--- src/rtl/fifo_wr_arbiter_if.sv ---
// Producer/FIFO write-side bundle for fifo_wr_arbiter.
// The master modport is the arbiter; the slave modport is the producers/FIFO side.
interface fifo_wr_arbiter_if #(
    parameter int unsigned NREQ = 4,
    parameter int unsigned M    = 4
);
    localparam int unsigned OW = (NREQ > 1) ? $clog2(NREQ) : 1;

    logic [NREQ-1:0]   req;
    logic [NREQ*M-1:0] req_data;
    logic              fifo_full;
    logic [NREQ-1:0]   gnt;
    logic              fifo_we;
    logic [M-1:0]      fifo_wd;
    logic              busy;
    logic [OW-1:0]     owner;

    modport master (
        input  req, req_data, fifo_full,
        output gnt, fifo_we, fifo_wd, busy, owner
    );

    modport slave (
        output req, req_data, fifo_full,
        input  gnt, fifo_we, fifo_wd, busy, owner
    );
endinterface

--- src/rtl/fifo_wr_arbiter.sv ---
// Round-robin arbiter sharing one FIFO write port among NREQ producers.
// A grant lasts up to BURST words; each exit through IDLE costs one arbitration cycle.
module fifo_wr_arbiter #(
    parameter int unsigned NREQ  = 4,
    parameter int unsigned M     = 4,
    parameter int unsigned BURST = 4
) (
    input  logic               clk,
    input  logic               reset_n,
    fifo_wr_arbiter_if.master  arb_io
);
    localparam int unsigned OW = (NREQ > 1) ? $clog2(NREQ) : 1;
    localparam int unsigned BW = $clog2(BURST + 1);

    typedef enum logic {
        ST_IDLE  = 1'b0,
        ST_BURST = 1'b1
    } state_e;

    state_e          state_q, state_d;
    logic [OW-1:0]   owner_q, owner_d;
    logic [OW-1:0]   last_q,  last_d;
    logic [BW-1:0]   beat_q,  beat_d;

    logic [NREQ-1:0] gnt_c;
    logic [OW-1:0]   pick_c;
    logic            found_c;
    logic [OW-1:0]   cand_c;
    int unsigned     idx_c;
    logic [M-1:0]    slice_c [NREQ];

    for (genvar i = 0; i < NREQ; i++) begin : g_slice
        assign slice_c[i] = arb_io.req_data[i*M +: M];
    end

    always_ff @(posedge clk) begin
        if (!reset_n) begin
            state_q <= ST_IDLE;
            owner_q <= '0;
            last_q  <= OW'(NREQ - 1);
            beat_q  <= '0;
        end else begin
            state_q <= state_d;
            owner_q <= owner_d;
            last_q  <= last_d;
            beat_q  <= beat_d;
        end
    end

    always_comb begin
        state_d = state_q;
        owner_d = owner_q;
        last_d  = last_q;
        beat_d  = beat_q;
        gnt_c   = '0;
        pick_c  = '0;
        found_c = 1'b0;
        cand_c  = '0;
        idx_c   = 0;

        // First requester after the previous owner, wrapping modulo NREQ
        for (int unsigned k = 1; k <= NREQ; k++) begin
            idx_c  = (32'(last_q) + k) % NREQ;
            cand_c = OW'(idx_c);
            if (!found_c && arb_io.req[cand_c]) begin
                found_c = 1'b1;
                pick_c  = cand_c;
            end
        end

        case (state_q)
            ST_IDLE: begin
                if (found_c && !arb_io.fifo_full) begin
                    state_d = ST_BURST;
                    owner_d = pick_c;
                    last_d  = pick_c;
                    beat_d  = '0;
                end
            end
            ST_BURST: begin
                if (arb_io.req[owner_q] && !arb_io.fifo_full) begin
                    gnt_c[owner_q] = 1'b1;
                end
                if (|gnt_c) begin
                    beat_d = beat_q + BW'(1);
                end
                if (!arb_io.req[owner_q] || ((|gnt_c) && (beat_q == BW'(BURST - 1)))) begin
                    state_d = ST_IDLE;
                    beat_d  = '0;
                end
            end
            default: state_d = ST_IDLE;
        endcase

        // A word granted during reset must not reach the FIFO
        if (!reset_n) begin
            gnt_c = '0;
        end
    end

    assign arb_io.gnt     = gnt_c;
    assign arb_io.fifo_we = |gnt_c;
    assign arb_io.fifo_wd = slice_c[owner_q];
    assign arb_io.busy    = (state_q == ST_BURST);
    assign arb_io.owner   = owner_q;

endmodule

--- src/flat_wrapper.sv ---
// flat-port wrapper written by rule: the top's interface ports become plain ports
module fifo_wr_arbiter_flat 
#(
    parameter int unsigned NREQ  = 4,
    parameter int unsigned M     = 4,
    parameter int unsigned BURST = 4
)
  (clk, reset_n, arb_io_req, arb_io_req_data, arb_io_fifo_full, arb_io_gnt, arb_io_fifo_we, arb_io_fifo_wd, arb_io_busy, arb_io_owner);
  fifo_wr_arbiter_if #(.NREQ(NREQ), .M(M)) arb_io_i ();
  input  logic clk;
  input  logic reset_n;
  input wire logic [$bits(arb_io_i.req)-1:0] arb_io_req;
  input wire logic [$bits(arb_io_i.req_data)-1:0] arb_io_req_data;
  input wire logic [$bits(arb_io_i.fifo_full)-1:0] arb_io_fifo_full;
  output wire logic [$bits(arb_io_i.gnt)-1:0] arb_io_gnt;
  output wire logic [$bits(arb_io_i.fifo_we)-1:0] arb_io_fifo_we;
  output wire logic [$bits(arb_io_i.fifo_wd)-1:0] arb_io_fifo_wd;
  output wire logic [$bits(arb_io_i.busy)-1:0] arb_io_busy;
  output wire logic [$bits(arb_io_i.owner)-1:0] arb_io_owner;
  assign arb_io_i.req = arb_io_req;
  assign arb_io_i.req_data = arb_io_req_data;
  assign arb_io_i.fifo_full = arb_io_fifo_full;
  assign arb_io_gnt = arb_io_i.gnt;
  assign arb_io_fifo_we = arb_io_i.fifo_we;
  assign arb_io_fifo_wd = arb_io_i.fifo_wd;
  assign arb_io_busy = arb_io_i.busy;
  assign arb_io_owner = arb_io_i.owner;
  fifo_wr_arbiter #(.NREQ(NREQ), .M(M), .BURST(BURST)) u_core (.clk(clk), .reset_n(reset_n), .arb_io(arb_io_i));
endmodule
--- config.mk ---
export PLATFORM = sky130hd
export DESIGN_NAME = fifo_wr_arbiter_flat
export DESIGN_NICKNAME = d
export VERILOG_FILES = /design/src/rtl/fifo_wr_arbiter_if.sv /design/src/rtl/fifo_wr_arbiter.sv /design/src/flat_wrapper.sv
export SDC_FILE = /design/constraint.sdc
export NUM_CORES = 1
export LEC_CHECK = 0
export CAP_MARGIN = 15
export CELL_PAD_IN_SITES_DETAIL_PLACEMENT = 0
export CELL_PAD_IN_SITES_GLOBAL_PLACEMENT = 1
export CORE_MARGIN = 3
export CORE_UTILIZATION = 27
export DETAILED_ROUTE_END_ITERATION = 6
export GPL_TIMING_DRIVEN = 0
export PLACE_DENSITY_LB_ADDON = 0.3
export SETUP_SLACK_MARGIN = 0.02
export SLEW_MARGIN = 30
export SYNTH_ARGS = -nofsm -noshare
export SYNTH_HDL_FRONTEND = slang
export SYNTH_SLANG_ARGS = --single-unit
--- constraint.sdc ---
create_clock -name clk -period 2.9 [get_ports clk]
set_input_delay 0.58 -clock clk [delete_from_list [all_inputs] [get_ports clk]]
set_output_delay 0.58 -clock clk [all_outputs]
set_load 0.01 [all_outputs]
## Yosys cells after proc, flatten, opt, wreduce, memory -nomap -nowiden

Cells that the tools add are included.

| cells by class | value |
|---|---|
| add/sub/neg operators | 5 |
| $lt $le $gt $ge | 7 |
| bitwise gates (word level) | 2 |
| reduce and logical (&&, ||, !) cells | 17 |
| equality and inequality tests | 3 |
| multiplexer cells | 34 |

Operators by type and width:

| cell | count |
|---|---|
| 4-bit two-way mux | 6 |
| 2-bit by 3-bit < comparator with 1-bit output (second input constant) | 5 |
| 1-bit two-way mux | 12 |
| 1-bit binary-select mux with 2-bit select | 5 |
| 3-bit two-way mux | 3 |
| 4-bit binary-select mux with 2-bit select | 1 |
| 2-bit two-way mux | 4 |
| 4-bit OR reduction | 2 |
| 1-bit logical AND | 7 |
| 3-bit one-hot mux with 2 select lines | 1 |
| 1-bit zero test | 5 |
| 2-bit by 1-bit adder with 2-bit output (second input constant) | 2 |
| 2-bit adder (second input constant) | 2 |
| 2-bit AND reduction | 2 |
| 3-bit by 1-bit adder with 3-bit output (second input constant) | 1 |
| 3-bit by 2-bit equality test with 1-bit output (second input constant) | 1 |
| 3-bit greater-or-equal comparator (second input constant) | 1 |
| 3-bit inequality test (second input constant) | 1 |
| 2-bit inverter with 3-bit output | 1 |
| 1-bit demux with 2-bit select | 1 |
| 2-bit by 1-bit greater-or-equal comparator with 1-bit output (second input constant) | 1 |
| 2-bit by 1-bit inequality test with 1-bit output (second input constant) | 1 |
| 1-bit one-hot mux with 2 select lines | 1 |
| 1-bit logical OR | 1 |
| 1-bit inverter | 1 |

| storage, ports and cells | value |
|---|---|
| output and inout bits | 12 |
| word-level logic and storage cells | 72 |
| bits in registers | 8 |
| input port bits | 23 |

## Longest topological paths before layout

| logic depth | value |
|---|---|
| depth in word-level cells | 16 |
| depth in mapped cells | 5 |
| depth with buffers taken out | 5 |

## Worst setup path before layout

Ideal clock, no wire load.

| path | value |
|---|---|
| path kind | flip-flop to output port |
| start point | register u_core.owner_q[0] (netlist: u_core.arb_io.owner[0]) |
| end point | output port arb_io_gnt[3] |
| path slack | 0.755 ns |
| arrival | 1.565 ns |
| buffers on the path | 1 |
| stages on the path, launching flop included | 6 |
| cell sequence | dfxtp_1 > buf_4 > mux4_2 > nand4b_1 > inv_1 > and3_1 |

| between the ends | value |
|---|---|
| word-level cells in the longest chain between the ends | 8 |

RTL lines:

| element | RTL line | text |
|---|---|---|
| start: declaration | fifo_wr_arbiter.sv:21 | `logic [OW-1:0] owner_q, owner_d;` |
| start signal: assignment | fifo_wr_arbiter.sv:44 | `owner_q <= owner_d;` |
| 2-bit by 3-bit < comparator with 1-bit output (not written as such) or 2-bit by 1-bit greater-or-equal comparator with 1-bit output (tied branches) | fifo_wr_arbiter.sv:82 | `gnt_c[owner_q] = 1'b1;` |
| 1-bit logical AND (not written as such) | fifo_wr_arbiter.sv:82 |  |
| 1-bit two-way mux (not written as such) | fifo_wr_arbiter.sv:82 |  |
| 1-bit demux with 2-bit select | n/a |  |
| 4-bit two-way mux * | fifo_wr_arbiter.sv:81 | `if (arb_io.req[owner_q] && !arb_io.fifo_full) begin` |
| 4-bit two-way mux * (2 in a row) | fifo_wr_arbiter.sv:71 | `case (state_q)` |
| 4-bit two-way mux * | fifo_wr_arbiter.sv:96 | `if (!reset_n) begin` |
| end: declaration | flat_wrapper.sv:15 | `output wire logic [$bits(arb_io_i.gnt)-1:0] arb_io_gnt;` |

Mark *: on every way between the ends. The rest lies on a longest branch, timed or not. The select of a mux whose other input is x is not followed.

## Worst setup path in the final report

| path | value |
|---|---|
| start point | input port arb_io_req[2] |
| end point | output port arb_io_fifo_we |

| between the ends | value |
|---|---|
| word-level cells in the longest chain between the ends | 8 |

RTL lines:

| element | RTL line | text |
|---|---|---|
| start: declaration | flat_wrapper.sv:12 | `input wire logic [$bits(arb_io_i.req)-1:0] arb_io_req;` |
| 1-bit binary-select mux with 2-bit select | fifo_wr_arbiter.sv:81 |  |
| 1-bit two-way mux (not written as such) | fifo_wr_arbiter.sv:81 |  |
| 1-bit logical AND | fifo_wr_arbiter.sv:81 |  |
| 4-bit two-way mux | fifo_wr_arbiter.sv:81 |  |
| 4-bit two-way mux (2 in a row) | fifo_wr_arbiter.sv:71 |  |
| 4-bit two-way mux | fifo_wr_arbiter.sv:96 |  |
| 4-bit OR reduction | fifo_wr_arbiter.sv:102 | `assign arb_io.fifo_we = \|gnt_c;` |
| end: declaration | flat_wrapper.sv:16 | `output wire logic [$bits(arb_io_i.fifo_we)-1:0] arb_io_fifo_we;` |

No other way between the ends. The select of a mux whose other input is x is not followed.

==> impl.org <==
** Status
- The run finished with clean final reports.

** Floorplan
- Full die area :: 0.00279 mm²
- Die Y :: 52.9 µm
- The core region is 0.00202 mm².
- IO Pins :: 35
- Horizontal die dimension :: 52.9 µm
- Initial Utilization :: 29.3%
- # rows :: 16

** Routing
- Vias post-DR :: 643
- After detailed routing, the total wire length is 1550 µm.
- Via density per instance :: 4.91
- Average detailed-routed wire length per instance :: 11.8 µm
- In the routed design, unresolved DRC markers number 0.
- The first detailed-routing pass took 4 iterations.
- The detail route stage leaves a number of antenna-violating nets equal to 0.
- The detailed router finished its first iteration with 5 violations.

** Synthesis
- Post-synthesis register bit count :: 8
- Counting every instance in the synthesized netlist gives 64.
- Synth top area share :: 27.0%
- After synthesis, the cell types taking the most area are sky130_fd_sc_hd__dfxtp_1 27%, sky130_fd_sc_hd__mux4_2 19%, sky130_fd_sc_hd__o21ai_0 5.1%.
- Number of distinct library cell variants in the gate-level netlist after synthesis :: 29
- Area share of fa/ha/maj cells after synthesis :: 4.22%
- In this run the mean area of a mapped cell was 9.27 µm².
- Number of synthesis warnings :: 0
- Measured against the total synthesized area, the mux share comes to 20.7%.
- Post-synth design cell area :: 593 µm²
- The number of nets in the synthesized netlist is 89.
- By area, the combinational part of the netlist is dominated by simple AND/OR/NAND/NOR gates.
- sky130_fd_sc_hd__dfxtp_1 takes more of the synthesized area than any other cell.
- After Yosys synthesis, XOR and XNOR cells account for 0% of the synthesized area.
- Share of synthesized area occupied by flip-flops and latches :: 27.0%
- The synthesized netlist devotes 13.9% of its cell area to compound gates.
- After Yosys synthesis, and, or, nand and nor cells account for 30.2% of the synthesized area.

** Timing
- The count of endpoints failing hold in the final timing report is 0.
- Unrepaired setup endpoints after global routing :: yes
- The routed design could run at a clock period as short as 2.82 ns.
- The final max-slew violation count came to 0.
- In this run the tightest slew margin relative to its limit is 63.5%.
- Fmax :: 355 MHz
- For the final database, setup skew stands at 0.00333 ns.
- In the finished design, the share of the clock period the worst path needs comes to 97.2%.
- Hold slack final :: 0.454 ns
- Setup violations remaining at the end of the flow were counted as 0.
- At the pin with the least slew margin, the transition time is 0.543 ns.

** Clock network
- The number of hold buffers added after CTS was 0.
- Latest clock arrival within the worst-skew pair :: 0.25 ns
- CTS root buffer :: sky130_fd_sc_hd__clkbuf_4
- CTS clk-pin slew, worst paths :: 0.05 ns
- TritonCTS sink count :: 8
- Maximum buffer depth of the clock tree :: 2
- In this run, CTS created clock tree buffers numbering 3.
- Deepest level of the CTS H-tree :: 1
- TritonCTS built the clock tree.

** Global route
- Global routing used 11.3% of the available tracks across all layers.
- Via count of the first global-routing pass :: 590
- After global routing the overflow that remains totals 0.
- First-pass GRT wire length :: 2390 µm
- Entering global routing, the biggest net connects 11 pins.
- Number of antenna violations at the first check in global routing :: 0

** Critical path
- Data arrival time of the critical path :: 2.24 ns
- The startpoint identified for the worst register-to-register timing path is u_core.arb_io.owner[0]$_SDFFE_PN0P_.
- In this run the worst path has a maximum fanout of 4.
- R2r setup slk :: 1.08 ns
- Crit start category :: input pin
- CP required :: 2.32 ns
- In this run the critical register-to-register path is captured at u_core.beat_q[1]$_SDFFE_PN0P_.
- Reg2reg path depth :: 6
- STA classifies the critical path endpoint as a primary output.
- The setup path with the least slack is of type input pin to primary output.

** Placed design
- Half-perimeter wire length after detailed placement :: 1210 µm
- During placement, the flow inserted port buffers numbering 34.
- Cell area after placement :: 967 µm²
- Routability congestion estimate :: 0.714

** Power
- Power density cells :: 328 mW/mm²
- The analysis attributes to cell leakage a power of 0.401 nW.
- Peak VDD IR :: 0.185 mV

** Min path
- The path with the worst hold slack has its endpoint at u_core.beat_q[2]$_SDFFE_PN0P_.
- Cells on Worst Hold Path :: 2
- The startpoint identified for the worst hold timing path is u_core.beat_q[2]$_SDFFE_PN0P_.
- HP Class :: flip-flop to flip-flop

** Finish
- Area Overhead vs Synth :: 69.4%
- Final Net Count :: 131
- Of the cells placed in the final design, the portion with a size suffix greater than 1 is 15.4%.
- 0 antenna diodes ended up in the layout.
- Final Cell Area :: 0.00100 mm²

** Run
- Max-cap violations in this run came to 0.
## critical path, stage by stage
cell and delay (ns):
sky130_fd_sc_hd__clkdlybuf4s50_1 0.45, sky130_fd_sc_hd__mux4_2 0.51, sky130_fd_sc_hd__nand4b_1 0.14, sky130_fd_sc_hd__inv_1 0.06
sky130_fd_sc_hd__clkdlybuf4s50_1 0.49
## synth_stat cells
cell type                  instances
sky130_fd_sc_hd__a21boi_0          2
sky130_fd_sc_hd__a21boi_2          1
sky130_fd_sc_hd__a21oi_1           2
sky130_fd_sc_hd__a221o_1           1
sky130_fd_sc_hd__and2_1            1
sky130_fd_sc_hd__and3_1            1
sky130_fd_sc_hd__and3b_1           1
sky130_fd_sc_hd__buf_4             1
sky130_fd_sc_hd__clkbuf_2          1
sky130_fd_sc_hd__dfxtp_1           8
sky130_fd_sc_hd__ha_1              2
sky130_fd_sc_hd__inv_1             3
sky130_fd_sc_hd__mux2i_1           1
sky130_fd_sc_hd__mux4_2            5
sky130_fd_sc_hd__nand2_1           6
sky130_fd_sc_hd__nand2b_1          3
sky130_fd_sc_hd__nand3_1           2
sky130_fd_sc_hd__nand4b_1          1
sky130_fd_sc_hd__nor2_1            3
sky130_fd_sc_hd__nor2b_1           1
sky130_fd_sc_hd__nor3_1            3
sky130_fd_sc_hd__nor3b_1           2
sky130_fd_sc_hd__nor4_1            1
sky130_fd_sc_hd__o21ai_0           6
sky130_fd_sc_hd__o22ai_1           1
sky130_fd_sc_hd__or2_1             1
sky130_fd_sc_hd__or2b_1            2
sky130_fd_sc_hd__or3_4             1
sky130_fd_sc_hd__or4_4             1
## flip-flops by register name, summed over array words and instances, names as in the netlist
| name | cells |
|---|---|
| u_core.arb_io.owner | 2 |
| u_core.beat_q | 3 |
| u_core.arb_io.busy | 1 |
| u_core.last_q | 2 |
## worst max path at each step
stage	startpoint	depth (start not counted)	slack, ns	endpoint
final	arb_io_req[2]	5	0.08	arb_io_fifo_we
after CTS	arb_io_req[2]	7	0.08	arb_io_gnt[0]
after detailed placement	arb_io_req[3]	6	-0.22	arb_io_gnt[3]
after floorplan	u_core.arb_io.owner[0]$_SDFFE_PN0P_	5	0.76	arb_io_gnt[3]
after global routing	arb_io_req[2]	7	0.02	arb_io_gnt[0]
after global placement	arb_io_req[3]	6	-0.22	arb_io_gnt[3]
## stage by stage
stage | worst slack, ns | cells | utilization, % | TNS [ns] | power, mW
after floorplan | 0.755 | 64 | - | 0 | 0.184
after global placement | -0.220 | 125 | 47.8 | -0.627 | 0.249
after detailed placement | -0.223 | 125 | 47.8 | -0.621 | 0.248
after CTS | 0.0831 | 131 | 49.6 | 0 | 0.332
after global routing | 0.0177 | 131 | 49.7 | 0 | 0.351
final | 0.0822 | 131 | 49.7 | 0 | 0.330
## power by group
group	switching (mW)	internal [mW]
combinational	0.0436	0.0796
sequential	0.00729	0.117
clock	0.0353	0.0472
total	0.0862	0.244
## routing by layer
metal  global-route usage [%]  part of all wire, %
met5                        0                    0
met4                     5.11                  1.6
met3                     4.79                   17
met2                     18.4                   41
met1                     12.7                   41
## layout make-up
| class | instances | area, µm² |
|---|---|---|
| buffer | 2 | 12.5 |
| clock buffer | 3 | 22.5 |
| fill | 200 | 1020 |
| inverter | 3 | 11.3 |
| multi-input combinational | 51 | 409 |
| sequential | 8 | 160 |
| tap | 27 | 33.8 |
| timing repair buffer | 37 | 355 |
## timing repair
item / CTS / global route
resized for setup: 7 / 3
pin swaps: 0 / 0
buffers inserted: 3 / 0
endpoints found under the setup margin: 5 / 2
## cell usage in the layout, fill, tap and decap left out, drive strengths merged, types with 2 or more instances in the layout
cell type / n
a21oi: 2
dfxtp: 8
dlygate4sd2: 5
nor3b: 2
mux4: 5
inv: 3
nand3: 2
nor3: 3
buf: 4
nand2: 6
clkbuf: 4
ha: 2
clkdlybuf4s50: 27
or2b: 2
nor2: 3
nand2b: 3
o21ai: 6
a21boi: 3
## cell families after synthesis
logic type / Yosys count
AND/OR/NAND/NOR: 30
AO/OA/AOI/OAI: 13
flip-flops: 8
multiplexers: 6
buffers and inverters: 5
adder cells (fa/ha/maj): 2
Note: power is estimated with default switching activity, not from simulation.
